**config.mk**
```make
export PLATFORM = sky130hd
export DESIGN_NAME = m68k_bus_arbiter_flat
export DESIGN_NICKNAME = d
export VERILOG_FILES = /design/src/rtl/m68k_bus_arbiter_if.sv /design/src/rtl/m68k_bus_arbiter.sv /design/src/flat_wrapper.sv
export SDC_FILE = /design/constraint.sdc
export NUM_CORES = 1
export LEC_CHECK = 0
export BUFFER_PORTS_ARGS = -buffer_cell sky130_fd_sc_hd__buf_2
export CORE_MARGIN = 5
export CORE_UTILIZATION = 50
export DETAILED_ROUTE_END_ITERATION = 7
export PLACE_DENSITY = 0.73
export SLEW_MARGIN = 20
export SYNTH_ARGS = -nofsm -noshare
export SYNTH_HDL_FRONTEND = slang
export SYNTH_SLANG_ARGS = --single-unit
```
**constraint.sdc**
```tcl
create_clock -name c125m -period 2 [get_ports c125m]
set_input_delay 0.1 -clock c125m [delete_from_list [all_inputs] [get_ports c125m]]
set_output_delay 0.1 -clock c125m [all_outputs]
set_load 0.02 [all_outputs]
```
**src/rtl/m68k_bus_arbiter_if.sv**
```systemverilog
// -----------------------------------------------------------------------------
// m68k_bus_arbiter_if
// Groups the handshake between the 68K bus arbiter, the PiStorm transaction
// engine and the external BR/BG/BGACK bus-master wires.
//
// Signals:
//   txn_req       engine has a pending transaction
//   txn_active    engine is inside S1..S7 of a bus cycle
//   txn_gnt       engine may leave S0 on the next c7m falling edge
//   m68k_br_n     raw (asynchronous) bus request from external masters
//   m68k_bgack_n  raw (asynchronous) bus grant acknowledge
//   m68k_bg_n     bus grant driven to external masters
//   bus_release   tristate every PiStorm-driven bus signal
//   ext_owner     an external master currently owns the bus
//
// Modports:
//   slave   the arbiter side
//   master  the environment side (engine + bus pins)
// -----------------------------------------------------------------------------
interface m68k_bus_arbiter_if;
   logic txn_req;
   logic txn_active;
   logic txn_gnt;
   logic m68k_br_n;
   logic m68k_bgack_n;
   logic m68k_bg_n;
   logic bus_release;
   logic ext_owner;

   modport slave (
      input  txn_req,
      input  txn_active,
      input  m68k_br_n,
      input  m68k_bgack_n,
      output txn_gnt,
      output m68k_bg_n,
      output bus_release,
      output ext_owner
   );

   modport master (
      output txn_req,
      output txn_active,
      output m68k_br_n,
      output m68k_bgack_n,
      input  txn_gnt,
      input  m68k_bg_n,
      input  bus_release,
      input  ext_owner
   );
endinterface

```
**src/rtl/m68k_bus_arbiter.sv**
```systemverilog
// -----------------------------------------------------------------------------
// m68k_bus_arbiter
// Decides who owns the 68K bus: the internal Pi-driven transaction engine or an
// external master (Amiga DMA, accelerator) using the 68000 BR/BG/BGACK
// three-wire protocol. Everything runs in the c125m domain; the 7 MHz bus
// clock arrives as one-cycle rising/falling strobes.
//
// Ports:
//   c125m        system clock
//   rst          synchronous, active-high reset
//   c7m_rising   strobe on each synchronized M68K_CLK rising edge
//   c7m_falling  strobe on each synchronized M68K_CLK falling edge
//   bus          arbiter side of m68k_bus_arbiter_if (engine + BR/BG/BGACK)
//   arb_state    current state code (IDLE=0 PEND=1 GRANTED=2 EXT=3 RECLAIM=4)
//   timeout_cnt  saturating count of grants withdrawn for lack of BGACK
// -----------------------------------------------------------------------------
module m68k_bus_arbiter #(
   parameter int GRANT_TIMEOUT  = 8,
   parameter int HOLDOFF_CYCLES = 2
) (
   input  logic                     c125m,
   input  logic                     rst,
   input  logic                     c7m_rising,
   input  logic                     c7m_falling,
   m68k_bus_arbiter_if.slave        bus,
   output logic [2:0]               arb_state,
   output logic [7:0]               timeout_cnt
);

   typedef enum logic [2:0] {
      IDLE    = 3'd0,
      PEND    = 3'd1,
      GRANTED = 3'd2,
      EXT     = 3'd3,
      RECLAIM = 3'd4
   } state_t;

   localparam logic [7:0] GRANT_LOAD   = GRANT_TIMEOUT[7:0];
   localparam logic [3:0] HOLDOFF_LOAD = HOLDOFF_CYCLES[3:0];

   state_t     state;
   logic [1:0] br_sync;
   logic [1:0] bgack_sync;
   logic       br_s;
   logic       bgack_s;
   logic [7:0] grant_cnt;
   logic [3:0] holdoff_cnt;
   logic       bg_n_q;
   logic       release_q;
   logic       owner_q;
   logic       gnt_q;
   logic [7:0] timeouts_q;

   // The external wires are asynchronous, so decisions are taken on the second
   // synchronizer stage; both chains preset to the inactive (high) level.
   assign br_s    = br_sync[1];
   assign bgack_s = bgack_sync[1];

   // All outputs are registered copies of the FSM's own flops.
   assign bus.txn_gnt     = gnt_q;
   assign bus.m68k_bg_n   = bg_n_q;
   assign bus.bus_release = release_q;
   assign bus.ext_owner   = owner_q;
   assign arb_state       = state;
   assign timeout_cnt     = timeouts_q;

   // Single arbitration FSM. Transitions and BG changes happen only on a c7m
   // rising strobe; the grant watchdog counts c7m falling strobes so that a
   // grant lasts exactly GRANT_TIMEOUT bus clocks before it can be withdrawn.
   // txn_gnt is driven together with every transition so the engine sees it
   // drop on the very edge that leaves IDLE. BR outranks the engine: IDLE
   // moves to PEND whenever BR is seen, regardless of txn_req. RECLAIM keeps
   // the bus tristated for HOLDOFF_CYCLES after BGACK releases, then spends one
   // more bus clock before handing the bus back (or straight to PEND when
   // another DMA request is already waiting).
   always_ff @(posedge c125m) begin
      if (rst) begin
         br_sync     <= 2'b11;
         bgack_sync  <= 2'b11;
         state       <= IDLE;
         grant_cnt   <= 8'd0;
         holdoff_cnt <= 4'd0;
         bg_n_q      <= 1'b1;
         release_q   <= 1'b0;
         owner_q     <= 1'b0;
         gnt_q       <= 1'b0;
         timeouts_q  <= 8'd0;
      end else begin
         br_sync    <= {br_sync[0], bus.m68k_br_n};
         bgack_sync <= {bgack_sync[0], bus.m68k_bgack_n};

         case (state)
            IDLE: begin
               if (c7m_rising && !br_s) begin
                  state <= PEND;
                  gnt_q <= 1'b0;
               end else begin
                  gnt_q <= 1'b1;
               end
            end

            PEND: begin
               if (c7m_rising) begin
                  if (br_s) begin
                     state <= IDLE;
                     gnt_q <= 1'b1;
                  end else if (!bus.txn_active) begin
                     state     <= GRANTED;
                     bg_n_q    <= 1'b0;
                     grant_cnt <= GRANT_LOAD;
                  end
               end
            end

            GRANTED: begin
               if (c7m_rising) begin
                  if (!bgack_s) begin
                     state     <= EXT;
                     bg_n_q    <= 1'b1;
                     release_q <= 1'b1;
                     owner_q   <= 1'b1;
                  end else if (br_s) begin
                     state  <= IDLE;
                     bg_n_q <= 1'b1;
                     gnt_q  <= 1'b1;
                  end else if (grant_cnt == 8'd0) begin
                     state  <= IDLE;
                     bg_n_q <= 1'b1;
                     gnt_q  <= 1'b1;
                     if (timeouts_q != 8'hFF) begin
                        timeouts_q <= timeouts_q + 8'd1;
                     end
                  end
               end else if (c7m_falling && grant_cnt != 8'd0) begin
                  grant_cnt <= grant_cnt - 8'd1;
               end
            end

            EXT: begin
               if (c7m_rising && bgack_s) begin
                  state       <= RECLAIM;
                  holdoff_cnt <= HOLDOFF_LOAD;
                  owner_q     <= 1'b0;
               end
            end

            RECLAIM: begin
               if (c7m_rising) begin
                  if (holdoff_cnt != 4'd0) begin
                     holdoff_cnt <= holdoff_cnt - 4'd1;
                     if (holdoff_cnt == 4'd1) begin
                        release_q <= 1'b0;
                     end
                  end else if (br_s) begin
                     state <= IDLE;
                     gnt_q <= 1'b1;
                  end else begin
                     state <= PEND;
                  end
               end
            end

            default: begin
               state     <= IDLE;
               bg_n_q    <= 1'b1;
               release_q <= 1'b0;
               owner_q   <= 1'b0;
               gnt_q     <= 1'b0;
            end
         endcase
      end
   end

endmodule
```
**src/flat_wrapper.sv**
```systemverilog
// flat-port wrapper written by rule: the top's interface ports become plain ports
module m68k_bus_arbiter_flat 
#(
   parameter int GRANT_TIMEOUT  = 8,
   parameter int HOLDOFF_CYCLES = 2
)
  (c125m, rst, c7m_rising, c7m_falling, arb_state, timeout_cnt, bus_txn_req, bus_txn_active, bus_m68k_br_n, bus_m68k_bgack_n, bus_txn_gnt, bus_m68k_bg_n, bus_bus_release, bus_ext_owner);
  m68k_bus_arbiter_if bus_i ();
  input  logic c125m;
  input  logic rst;
  input  logic c7m_rising;
  input  logic c7m_falling;
  output logic [2:0] arb_state;
  output logic [7:0] timeout_cnt;
  input wire logic [$bits(bus_i.txn_req)-1:0] bus_txn_req;
  input wire logic [$bits(bus_i.txn_active)-1:0] bus_txn_active;
  input wire logic [$bits(bus_i.m68k_br_n)-1:0] bus_m68k_br_n;
  input wire logic [$bits(bus_i.m68k_bgack_n)-1:0] bus_m68k_bgack_n;
  output wire logic [$bits(bus_i.txn_gnt)-1:0] bus_txn_gnt;
  output wire logic [$bits(bus_i.m68k_bg_n)-1:0] bus_m68k_bg_n;
  output wire logic [$bits(bus_i.bus_release)-1:0] bus_bus_release;
  output wire logic [$bits(bus_i.ext_owner)-1:0] bus_ext_owner;
  assign bus_i.txn_req = bus_txn_req;
  assign bus_i.txn_active = bus_txn_active;
  assign bus_i.m68k_br_n = bus_m68k_br_n;
  assign bus_i.m68k_bgack_n = bus_m68k_bgack_n;
  assign bus_txn_gnt = bus_i.txn_gnt;
  assign bus_m68k_bg_n = bus_i.m68k_bg_n;
  assign bus_bus_release = bus_i.bus_release;
  assign bus_ext_owner = bus_i.ext_owner;
  m68k_bus_arbiter #(.GRANT_TIMEOUT(GRANT_TIMEOUT), .HOLDOFF_CYCLES(HOLDOFF_CYCLES)) u_core (.c125m(c125m), .rst(rst), .c7m_rising(c7m_rising), .c7m_falling(c7m_falling), .bus(bus_i), .arb_state(arb_state), .timeout_cnt(timeout_cnt));
endmodule
```
Word-level counts from Yosys, hierarchy flattened. Index checks and enable logic that the tools add are counted.

Output and inout bits: 15. Logic and storage cells: 109. Flip-flop bits (word level): 31. Input bits: 8.

$add $sub $neg: 3. Equal/unequal tests: 23. Bitwise logic cells: 5. Reduce and logical (&&, ||, !) cells: 21. Muxes and demuxes: 47.

Operators with widths (number): 2-to-1 mux 8 bit (5); 2-to-1 mux 3 bit (11); AND reduction 6 bit (4); 2-to-1 mux 1 bit (21); != test 2 bit (second input constant) (8); one-hot mux 8 bit (2 select lines) (1); one-hot mux 3 bit (5 select lines) (1); 2-to-1 mux 4 bit (3); != test 2 x 1 -> 1 bit (second input constant) (6); one-hot mux 1 bit (3 select lines) (3); OR reduction 3 bit (3); adder 8 x 1 -> 8 bit (second input constant) (1); logical NOT 8 bit (1); != test 8 bit (second input constant) (1); one-hot mux 4 bit (2 select lines) (1); AND reduction 4 bit (2); AND reduction 8 bit (1); nonzero test 8 bit (1); subtractor 8 x 1 -> 8 bit (second input constant) (1); AND reduction 7 bit (1); == test 3 x 2 -> 1 bit (second input constant) (2); NOT 1 bit (5); one-hot mux 1 bit (5 select lines) (1); == test 4 x 1 -> 1 bit (second input constant) (1); 11 further kinds (14).

Depth between registers and ports, before layout.
Depth after elaboration: 6. Gate-level depth with buffers: 8.

Worst setup path after synthesis. OpenSTA, ideal clock, no wires.

Kind: reg2reg. Start: reg u_core.grant_cnt[0]. End: reg u_core.timeouts_q[5], in the netlist u_core.timeout_cnt[5]. Cell stages (with the launch flop): 9. Data required time: 1.872 ns. Arrival time: 2.031 ns. Slack: -0.158 ns. Cell sequence: dfxtp_1 inv_1 ha_1 or3b_1 or4_1 buf_2 nor4_4 xnor2_1 nor2_1.

Cells in the longest elaborated chain, start to end: 2.

Ends and longest elaborated chain: start: declaration (line m68k_bus_arbiter.sv:46) `logic [7:0] grant_cnt;`; start signal: assignment (line m68k_bus_arbiter.sv:135) `grant_cnt <= grant_cnt - 8'd1;`; logical NOT 8 bit (line m68k_bus_arbiter.sv:126) `end else if (grant_cnt == 8'd0) begin`; AND reduction 6 bit (no line); end signal: assignment (line m68k_bus_arbiter.sv:131) `timeouts_q <= timeouts_q + 8'd1;`; end: declaration (line m68k_bus_arbiter.sv:52) `logic [7:0] timeouts_q;`.

Every way passes these cells. A chain may end at the register's enable or synchronous reset.

Final worst setup path.
Start: reg u_core.state[2], in the netlist u_core.arb_state[2]. End: reg u_core.timeouts_q[0], in the netlist u_core.timeout_cnt[0].

Cells in the longest elaborated chain, start to end: 2.

Ends and longest elaborated chain: start: declaration (line m68k_bus_arbiter.sv:41) `state_t state;`; start signal: assignment (line m68k_bus_arbiter.sv:80) `state <= IDLE;`; start signal: assignment (line m68k_bus_arbiter.sv:95) `state <= PEND;`; start signal: assignment (line m68k_bus_arbiter.sv:105) `state <= IDLE;`; == test 3 x 2 -> 1 bit (line m68k_bus_arbiter.sv:92) `case (state)`; AND reduction 6 bit (no line).

Every way passes these cells.

==> impl_metrics.tcl <==
set metrics [dict create \
    syn_area_sq_mm 0.00176 \
    run_status "finished, violations left" \
    die_h_um 69.3 \
    std_cell_rows 21 \
    ys_types 50 \
    syn_nets 230 \
    drc_errors 0 \
    antenna_found_initial 0 \
    rsz0062_at_grt "yes" \
    critPathArrivalTime_ns 2.32 \
    clk_latency_ns 0.35 \
    start_util_pct 52.3 \
    rr_startpoint "u_core.arb_state[2]$_SDFFE_PP0P_" \
    via_per_inst 5.54 \
    maxSlewViolCount 0 \
    power_density_mw_per_mm2 613 \
    synth_compound_area_share_pct 17.7 \
    die-area_sq_mm 0.00480 \
    hold_viol 0 \
    grt_overflow 0 \
    p_sw_uw 386 \
    grt_max_degree 30 \
    timing.rr.end "u_core.timeout_cnt[0]$_SDFFE_PP0P_" \
    synth_fa_ha_area_share_pct 4.27 \
    num_vias 1729 \
    final-setup-viol-count 7 \
    worstPathRequired_ns 2.22 \
    synth-main-ff-cell "dfxtp_1" \
    synth.mux.area_fraction_pct 2.28 \
    cts_sinks 31 \
    holdCritStartpoint "bus_txn_active" \
    syn_avg_cell_area_sq_um 8.14 \
    p_leak_uw 0.000930 \
    tightest_slew_ns 0.503 \
    io_buffers 21 \
    hold_class "in -> reg" \
    fin_crit_sh_pct 105 \
    critical_path_class "reg -> reg" \
    ant_nets 0 \
    clock_power_share_pct 38.3 \
    synth_top_family_by_area "simple AND/OR/NAND/NOR gates" \
    area_growth_pct 30.5 \
    clock_path_buffers 2 \
    yosys.area.top_type_share_pct 35.3 \
    min_to "u_core.bus.m68k_bg_n$_SDFFE_PP1P_" \
    slowest_delay_ns 0.63 \
    netlist_top_cells_area "dfxtp_1 35%, nor2_1 5.3%, a21oi_1 4.6%" \
    end_kind "flip-flop" \
    r2r_setup_slack_ns -0.10 \
    p_comb_share_pct 16.2 \
    hold_path_depth 4 \
    period_minus_slack_ns 2.10 \
    grt_pass1_wl_um 7560 \
    drtIter0Drc 91 \
    post_drt_wl_per_cell_um 13.7 \
    yosys.area_share.simple_pct 32.8 \
    netSwitchingFraction_pct 27.5 \
    drt-total-wl_um 4260 \
    max_slew_margin_pct 66.4 \
    cts_tree "built" \
    seq_area_frac_synth_pct 35.3 \
    root_buffer "clkbuf_4" \
    h-tree-depth 2 \
    cp_slowest_cell "or4_4" \
    die_w_um 69.3 \
    ioPinCount 23 \
    synth_warnings 0 \
    drive_gt1_share_pct 32.3 \
    startpoint_type "flip-flop" \
    place_congestion 0.865 \
    nets 279 \
    skew_ns 0.0163 \
    violations "setup timing" \
    vdd_drop_max_uv 568 \
    cap_violations 0 \
    cp-startpoint "u_core.arb_state[2]$_SDFFE_PP0P_" \
    path_cells "or4b_4, or4_4, buf_4, nor2_4, xnor2_1, nor2_1" \
    clkTransAtPathRegs_ns 0.12 \
    synth_edf_count 0 \
    p_int_uw 1020 \
    fmax_mhz 476 \
    fin_ws_ns -0.101 \
    async_flop_share_pct 0 \
    synth_xor_area_share_pct 3.49 \
    utilization_pct 68.2 \
    coreArea_sq_mm 0.00336 \
    grt_pass1_vias 1683 \
    critPathMaxFanout 8 \
    pwr-share-seq_pct 45.5 \
    syn_inst 216 \
    drt_first_pass_iters 4 \
    track_usage_pct 18.8 \
    cts_buffers 5 \
    synth_top_area_cell "dfxtp_1" \
    antenna_cells 0 \
    hpwl_um 3000 \
    synth-seq-cells 31 \
    worstRegToRegCells 6 \
    tns_ns -0.410 \
    power.total_uw 1410 \
]
cells in the final DEF (no fill, tap or decap), types with 3 or more instances in the layout:
master,synthesis,layout
buf_4,0,30
dfxtp_1,31,25
nor2_1,25,23
buf_2,1,21
a21oi_1,16,15
nand2_1,14,14
nor3_1,8,8
nand2b_1,7,7
o21ai_1,8,7
a31oi_1,6,6
dfxtp_2,0,6
inv_1,7,5
nor4_1,5,5
nand3_1,5,5
xnor2_1,5,5
ha_1,6,5
clkbuf_4,0,5
or2_2,4,4
mux2i_1,4,4
nor3b_1,4,3
nor2b_1,3,3
and3_1,3,3
a221oi_1,3,3
area by class of cell:
class | instances | area (sq um)
clock inverter | 2 | 35.0
tap | 46 | 57.6
fill | 326 | 1070
timing repair buffer | 54 | 370
multi-input combinational | 166 | 1130
clock buffer | 6 | 51.3
sequential | 31 | 628
inverter | 7 | 26.3
synthesized netlist by cell type (3+ instances only):
library cell   n
nor3b_1        4
nor3_1         8
a221oi_1       3
nor2b_1        3
xnor2_1        5
o21ai_1        8
ha_1           6
nand2_1       14
and3_1         3
inv_1          7
a21oi_1       16
clkbuf_1       9
nor4_1         5
a31oi_1        6
nand2b_1       7
nor2_1        25
or4_1          3
dfxtp_1       31
or2_2          4
mux2i_1        4
nand3_1        5
metrics by stage:
step	std cells	area, sq um	hold WS (ns)	setup slack [ns]
CTS	309	2250	0.137	-0.0786
global placement	298	2130	0.283	-0.0651
floorplan	216	1800	0.204	-0.0587
finish	312	2290	0.154	-0.101
global route	312	2290	0.187	-0.157
detailed placement	298	2130	0.285	-0.0979
state kept, by name (all words and copies together) (netlist names):
signal	cells
u_core.grant_cnt	8
u_core.bus.ext_owner	1
u_core.br_sync	2
u_core.holdoff_cnt	4
u_core.bgack_sync	2
u_core.timeout_cnt	8
u_core.bus.bus_release	1
u_core.bus.m68k_bg_n	1
u_core.arb_state	3
u_core.bus.txn_gnt	1
worst max-delay path by stage:
| stage | to | slack, ns | cells past startpoint |
|---|---|---|---|
| 3_3_place_gp | u_core.timeout_cnt[4]$_SDFFE_PP0P_ | -0.07 | 7 |
| 6_report | u_core.timeout_cnt[0]$_SDFFE_PP0P_ | -0.10 | 6 |
| 5_1_grt | u_core.timeout_cnt[2]$_SDFFE_PP0P_ | -0.16 | 7 |
| 4_1_cts | u_core.timeout_cnt[4]$_SDFFE_PP0P_ | -0.08 | 5 |
| 3_5_place_dp | u_core.timeout_cnt[7]$_SDFFE_PP0P_ | -0.1 | 7 |
| 2_1_floorplan | u_core.timeout_cnt[4]$_SDFFE_PP0P_ | -0.06 | 8 |
kinds of logic after synthesis:
family | Yosys count
xor+xnor | 7
flops | 31
buf+inv | 19
compound gates | 50
mux | 4
fa+ha+maj | 6
simple gates | 99
power by group through the flow:
stage / clock network, uW / registers [uW] / logic, uW
floorplan: 0 / 676 / 127
global placement: 0 / 655 / 214
detailed placement: 0 / 655 / 218
CTS: 539 / 641 / 223
global route: 569 / 643 / 256
finish: 539 / 640 / 227
critical path: cells and delay by family, from the launching register on:
family	cells	cell delay, ns
xor gates and xnor gates	1	0.12
buffers and inverters	1	0.19
DFF	1	0.35
and+or+nand+nor	4	1.32
metal layers:
| layer | GRT usage (%) | share of wire, % | wire, um |
|---|---|---|---|
| met1 | 24.0 | 49 | 2080 |
| met2 | 31.3 | 46 | 1970 |
| met3 | 3.62 | 3.0 | 126 |
| met4 | 7.16 | 1.8 | 76 |
| met5 | 0 | 0 | 0 |
what timing repair did:
action,CTS,global route
pin swaps,3,0
gates resized for setup,2,5
endpoints found under the hold margin,2,0
hold buffers,2,0
buffers inserted,1,3
endpoints found under the setup margin,9,12
Power figures use the tool's default switching activity.
